### src/rtl/program_feeder.sv
// Program-memory server: loads a byte image over a valid/ready port into internal RAM
// and serves it to the control unit by program counter, holding the unit in reset when idle.
module program_feeder #(
    parameter int unsigned ADDR_W = 8,
    parameter bit          WRAP   = 1'b0
) (
    input  logic              clk,
    input  logic              rst,
    input  logic              load_start,
    input  logic              load_valid,
    input  logic [7:0]        load_data,
    input  logic              load_last,
    output logic              load_ready,
    input  logic              run_start,
    input  logic              halt,
    input  logic              pc_inc,
    output logic [7:0]        rom_data,
    output logic              cu_rst,
    output logic [ADDR_W-1:0] pc,
    output logic [ADDR_W:0]   prog_len,
    output logic              done,
    output logic              ovf
);

    localparam int unsigned DEPTH = 2 ** ADDR_W;

    typedef enum logic [1:0] {StIdle, StLoad, StRun, StDone} state_e;

    state_e            state_q, state_d;
    logic [ADDR_W-1:0] pc_q, pc_d;
    logic [ADDR_W-1:0] wr_ptr_q, wr_ptr_d;
    logic [ADDR_W:0]   prog_len_q, prog_len_d;
    logic              done_q, done_d;
    logic              ovf_q, ovf_d;
    logic              cu_rst_q, cu_rst_d;
    logic              load_ready_q, load_ready_d;
    logic              mem_we;
    logic              pc_last;
    logic [7:0]        mem [DEPTH];

    assign pc_last = ({1'b0, pc_q} + (ADDR_W + 1)'(1)) == prog_len_q;

    always_comb begin
        state_d    = state_q;
        pc_d       = pc_q;
        wr_ptr_d   = wr_ptr_q;
        prog_len_d = prog_len_q;
        done_d     = done_q;
        ovf_d      = ovf_q;
        mem_we     = 1'b0;
        unique case (state_q)
            StIdle: begin
                if (load_start) begin
                    state_d  = StLoad;
                    wr_ptr_d = '0;
                    ovf_d    = 1'b0;
                    done_d   = 1'b0;
                end else if (run_start && prog_len_q != '0) begin
                    state_d = StRun;
                    pc_d    = '0;
                end
            end
            StLoad: begin
                // A restart takes priority over a byte offered in the same cycle.
                if (load_start) begin
                    wr_ptr_d = '0;
                end else if (load_valid && load_ready_q) begin
                    mem_we   = 1'b1;
                    wr_ptr_d = wr_ptr_q + ADDR_W'(1);
                    if (load_last) begin
                        prog_len_d = {1'b0, wr_ptr_q} + (ADDR_W + 1)'(1);
                        state_d    = StIdle;
                    end else if (wr_ptr_q == '1) begin
                        prog_len_d = {1'b1, {ADDR_W{1'b0}}};
                        ovf_d      = 1'b1;
                        state_d    = StIdle;
                    end
                end
            end
            StRun: begin
                if (halt) begin
                    state_d = StIdle;
                end else if (pc_inc) begin
                    if (!pc_last) begin
                        pc_d = pc_q + ADDR_W'(1);
                    end else if (WRAP) begin
                        pc_d = '0;
                    end else begin
                        // A full image makes this wrap to 0 by the modulo rule.
                        pc_d    = prog_len_q[ADDR_W-1:0];
                        done_d  = 1'b1;
                        state_d = StDone;
                    end
                end
            end
            StDone: begin
                if (load_start) begin
                    state_d  = StLoad;
                    wr_ptr_d = '0;
                    ovf_d    = 1'b0;
                    done_d   = 1'b0;
                end else if (run_start) begin
                    state_d = StRun;
                    pc_d    = '0;
                    done_d  = 1'b0;
                end
            end
            default: state_d = StIdle;
        endcase
        cu_rst_d     = (state_d != StRun);
        load_ready_d = (state_d == StLoad);
    end

    always_ff @(posedge clk or posedge rst) begin
        if (rst) begin
            state_q      <= StIdle;
            pc_q         <= '0;
            wr_ptr_q     <= '0;
            prog_len_q   <= '0;
            done_q       <= 1'b0;
            ovf_q        <= 1'b0;
            cu_rst_q     <= 1'b1;
            load_ready_q <= 1'b0;
        end else begin
            state_q      <= state_d;
            pc_q         <= pc_d;
            wr_ptr_q     <= wr_ptr_d;
            prog_len_q   <= prog_len_d;
            done_q       <= done_d;
            ovf_q        <= ovf_d;
            cu_rst_q     <= cu_rst_d;
            load_ready_q <= load_ready_d;
        end
    end

    // RAM contents survive reset; prog_len=0 is what invalidates the image.
    always_ff @(posedge clk) begin
        if (mem_we) begin
            mem[wr_ptr_q] <= load_data;
        end
    end

    assign rom_data   = (state_q == StRun && {1'b0, pc_q} < prog_len_q) ? mem[pc_q] : 8'h00;
    assign cu_rst     = cu_rst_q;
    assign load_ready = load_ready_q;
    assign pc         = pc_q;
    assign prog_len   = prog_len_q;
    assign done       = done_q;
    assign ovf        = ovf_q;

endmodule
### config.mk
export PLATFORM = sky130hd
export DESIGN_NAME = program_feeder
export DESIGN_NICKNAME = d
export VERILOG_FILES = /design/src/rtl/program_feeder.sv
export SDC_FILE = /design/constraint.sdc
export NUM_CORES = 2
export LEC_CHECK = 0
export BUFFER_PORTS_ARGS = -buffer_cell sky130_fd_sc_hd__buf_2
export CORE_MARGIN = 4
export CORE_UTILIZATION = 55
export DETAILED_ROUTE_END_ITERATION = 12
export PLACE_DENSITY = 0.71
export SETUP_SLACK_MARGIN = 0.1
export SLEW_MARGIN = 20
export SYNTH_ARGS = -nofsm -noshare
export SYNTH_HDL_FRONTEND = slang
export SYNTH_SLANG_ARGS = --single-unit
export TNS_END_PERCENT = 20
### constraint.sdc
create_clock -name clk -period 4.3 [get_ports clk]
set_clock_uncertainty 0.15 [all_clocks]
set_input_delay 0.215 -clock clk [delete_from_list [all_inputs] [get_ports clk]]
set_output_delay 0.215 -clock clk [all_outputs]
set_load 0.01 [all_outputs]
==> flow_summary.json <==
{
  "antenna_left": 0,
  "nFillCells": 9515,
  "clkPwrFrac": 0.354,
  "start_kind": "register",
  "root_buffer": "clkbuf_16",
  "final_cell_mix": "2,048 x edfxtp_1, 533 x mux4_2, 340 x buf_4",
  "power_frac_seq": 0.456,
  "ys_seq_elements": 2079,
  "initial_core_util": 0.553,
  "hold-worst-slack_ns": -0.0377,
  "hold_viol": 11,
  "cp.arrival_ns": 4.14,
  "grt_pass1_wl_um": 303000,
  "antenna_found_initial": 7,
  "dieArea_um2": 154000,
  "status": "complete, but fails checks",
  "cp-startpoint": "pc[0]",
  "via_per_inst": 6.61,
  "ios": 45,
  "rows": 141,
  "synth_edf_count": 2048,
  "hold_class": "primary input to register",
  "required_ns": 3.93,
  "p_sw_frac": 0.247,
  "syn_area_per_cell_um2": 21.2,
  "routed_wl_um": 211000,
  "yosysWarnings": 0,
  "drtIter0Drc": 6173,
  "violations": "negative hold slack, negative setup slack",
  "final_common_cell": "edfxtp_1",
  "hpwl_um": 127000,
  "drive_above_1_share": 0.306,
  "cap_violations": 0,
  "clockBufferDepth": 3,
  "areaGrowthSynthToFinish_pct": 15.3,
  "synthDistinctLibCells": 71,
  "clock_latency_ns": 0.82,
  "peakVddDrop_mv": 0.447,
  "cts_buffers": 197,
  "grt_max_degree": 144,
  "p_per_area_nw_per_um2": 522,
  "max_freq_mhz": 222,
  "syn_area_um2": 81500,
  "drt-pass1-iter-count": 6,
  "routabilityCongestion": 0.880,
  "slew_headroom": 0.193,
  "numPortBuffers": 44,
  "die_x_um": 393,
  "crit_path_max_fanout": 6,
  "rsz0062_at_grt": "yes",
  "crit_chain": "buf_12 -> buf_16 -> buf_12 -> buf_16 -> mux4_2 -> mux4_2 -> o22a_1 -> o211ai_1 -> o21a_1 -> o22ai_4 -> buf_6 -> buf_6",
  "p_leak_nw": 29.5,
  "vias": 42200,
  "layout_min_cycle_time_ns": 4.50,
  "p_sw_mw": 12.1,
  "setup_viol": 8,
  "cp_slowest_cell": "mux4_2",
  "synth_seq_area_share": 0.764,
  "ys_async_sr_fraction": 0.0149,
  "synth_ff_type": "edfxtp_1",
  "cts_sinks": 2079,
  "drt-wirelength-per-cell_um": 33.0,
  "die_h_um": 393,
  "drc": 0,
  "min_from": "load_data[6]",
  "cp-end-kind": "primary output",
  "critPathMaxStageDelay_ns": 0.52,
  "first_global_vias": 41600,
  "period_share": 1.05,
  "combPwrFrac": 0.190,
  "slew_viol_final": 0,
  "fin_ws_ns": -0.203,
  "tritoncts": "done",
  "cts_max_level": 4,
  "grt_overflow": 0,
  "setup-tns-final_ns": -1.09,
  "crit_type": "register to primary output",
  "path_clk_slew_ns": 0.06,
  "core_area_um2": 147000,
  "synth_fp_nets": 3877,
  "worst_pin_slew_ns": 1.21,
  "dp_slack_ns": 0.126,
  "p_int_mw": 36.9,
  "nets": 4316,
  "regToRegStartpoint": "pc[0]",
  "synthCells": 3844,
  "grt_usage": 0.277
}
## cell usage after synthesis (all sizes together) (21+ instances only)
library cell  number  area [µm²]
mux2i            133        1330
nor2             297        1120
nand2            127         477
a221oi            24         210
a21oi             34         170
buf              116         811
o21ai             66         334
o22ai             35         219
mux4             533       12000
clkbuf           109         409
inv               27         101
edfxtp          2048       61500
o221ai            21         184
dfrtp             30         751
## final timing paths
| path | endpoint | slack [ns] | cells past startpoint |
|---|---|---|---|
| max reg2reg | load_ready | 0.33 | 11 |
| max | rom_data[7] | -0.20 | 12 |
| min in group asynchronous | wr_ptr_q[4] | 0.05 | 4 |
| max in group asynchronous | pc[3] | 3.61 | 4 |
| min | mem[190][6] | -0.04 | 1 |
| min reg2reg | done | 0.39 | 2 |
## critical path: cells and delay by family, from the launching register on
family | cells | cell delay (ns)
buf+inv | 6 | 0.84
flops | 1 | 0.50
compound gates | 4 | 0.98
mux | 2 | 0.97
## logic make-up (layout without fill, tap and decap cells)
family,Yosys count,count (layout),synth area share
adders and majority gates,17,17,0.00261
DFF,2079,2079,0.764
and+or+nand+nor,529,529,0.0275
xor gates and xnor gates,16,16,0.00172
buffers and inverters,253,860,0.0163
other,0,3,0
muxes,675,675,0.165
AOI/OAI and AO/OA,275,275,0.0232
## metrics by stage
step / instances / area, µm² / util / total power, mW / hold WS, ns
detailed placement: 5963 / 86200 / 0.584 / 31.1 / 0.337
finish: 6384 / 94000 / 0.637 / 49.1 / -0.0377
global route: 6381 / 94000 / 0.637 / 50.6 / 0.0230
global placement: 5963 / 86200 / 0.584 / 31.0 / 0.335
CTS: 6374 / 93700 / 0.635 / 49.1 / 0.00559
floorplan: 3844 / 81500 / - / 28.7 / 0.164
## cell type report
class | instances | area (µm²) | share of cell area
Clock inverter | 114 | 1170 | 0.0124
Timing Repair Buffer | 465 | 4370 | 0.0465
Sequential cell | 2079 | 62300 | 0.663
Clock buffer | 253 | 5290 | 0.0563
Inverter | 28 | 113 | 0.00120
Antenna cell | 3 | 7.51 | 0.0000799
Tap cell | 1930 | 2410 | 0.0257
Multi-Input combinational cell | 1512 | 18300 | 0.195
## power groups by stage
stage	logic [mW]	registers, mW	clock network, mW
floorplan	5.84	22.8	0
global route	9.77	22.4	18.5
detailed placement	8.20	22.9	0
CTS	9.15	22.4	17.5
global placement	8.13	22.9	0
finish	9.32	22.4	17.4
## repair_timing
item / CTS / global route
buffers inserted: 19 / 5
gates resized for setup: 96 / 32
hold buffers: 16 / 0
pin swaps: 6 / 8
gates cloned: 9 / 2
setup endpoints to repair: 8 / 11
hold endpoints to repair: 410 / 0
## flip-flops by register name, summed over array words and instances, names as in the netlist
signal,flops
state_q,2
mem,2048
pc,8
done,1
load_ready,1
ovf,1
wr_ptr_q,8
prog_len,9
cu_rst,1
## routing by layer
metal / track usage / vias up / part of all wire
met5: 0 / - / 0.00024
met4: 0.0964 / 8 / 0.037
met3: 0.0727 / 421 / 0.12
met2: 0.420 / 2713 / 0.47
met1: 0.398 / 22200 / 0.38
li1: - / 16900 / -
(Power assumes the default switching activity.)
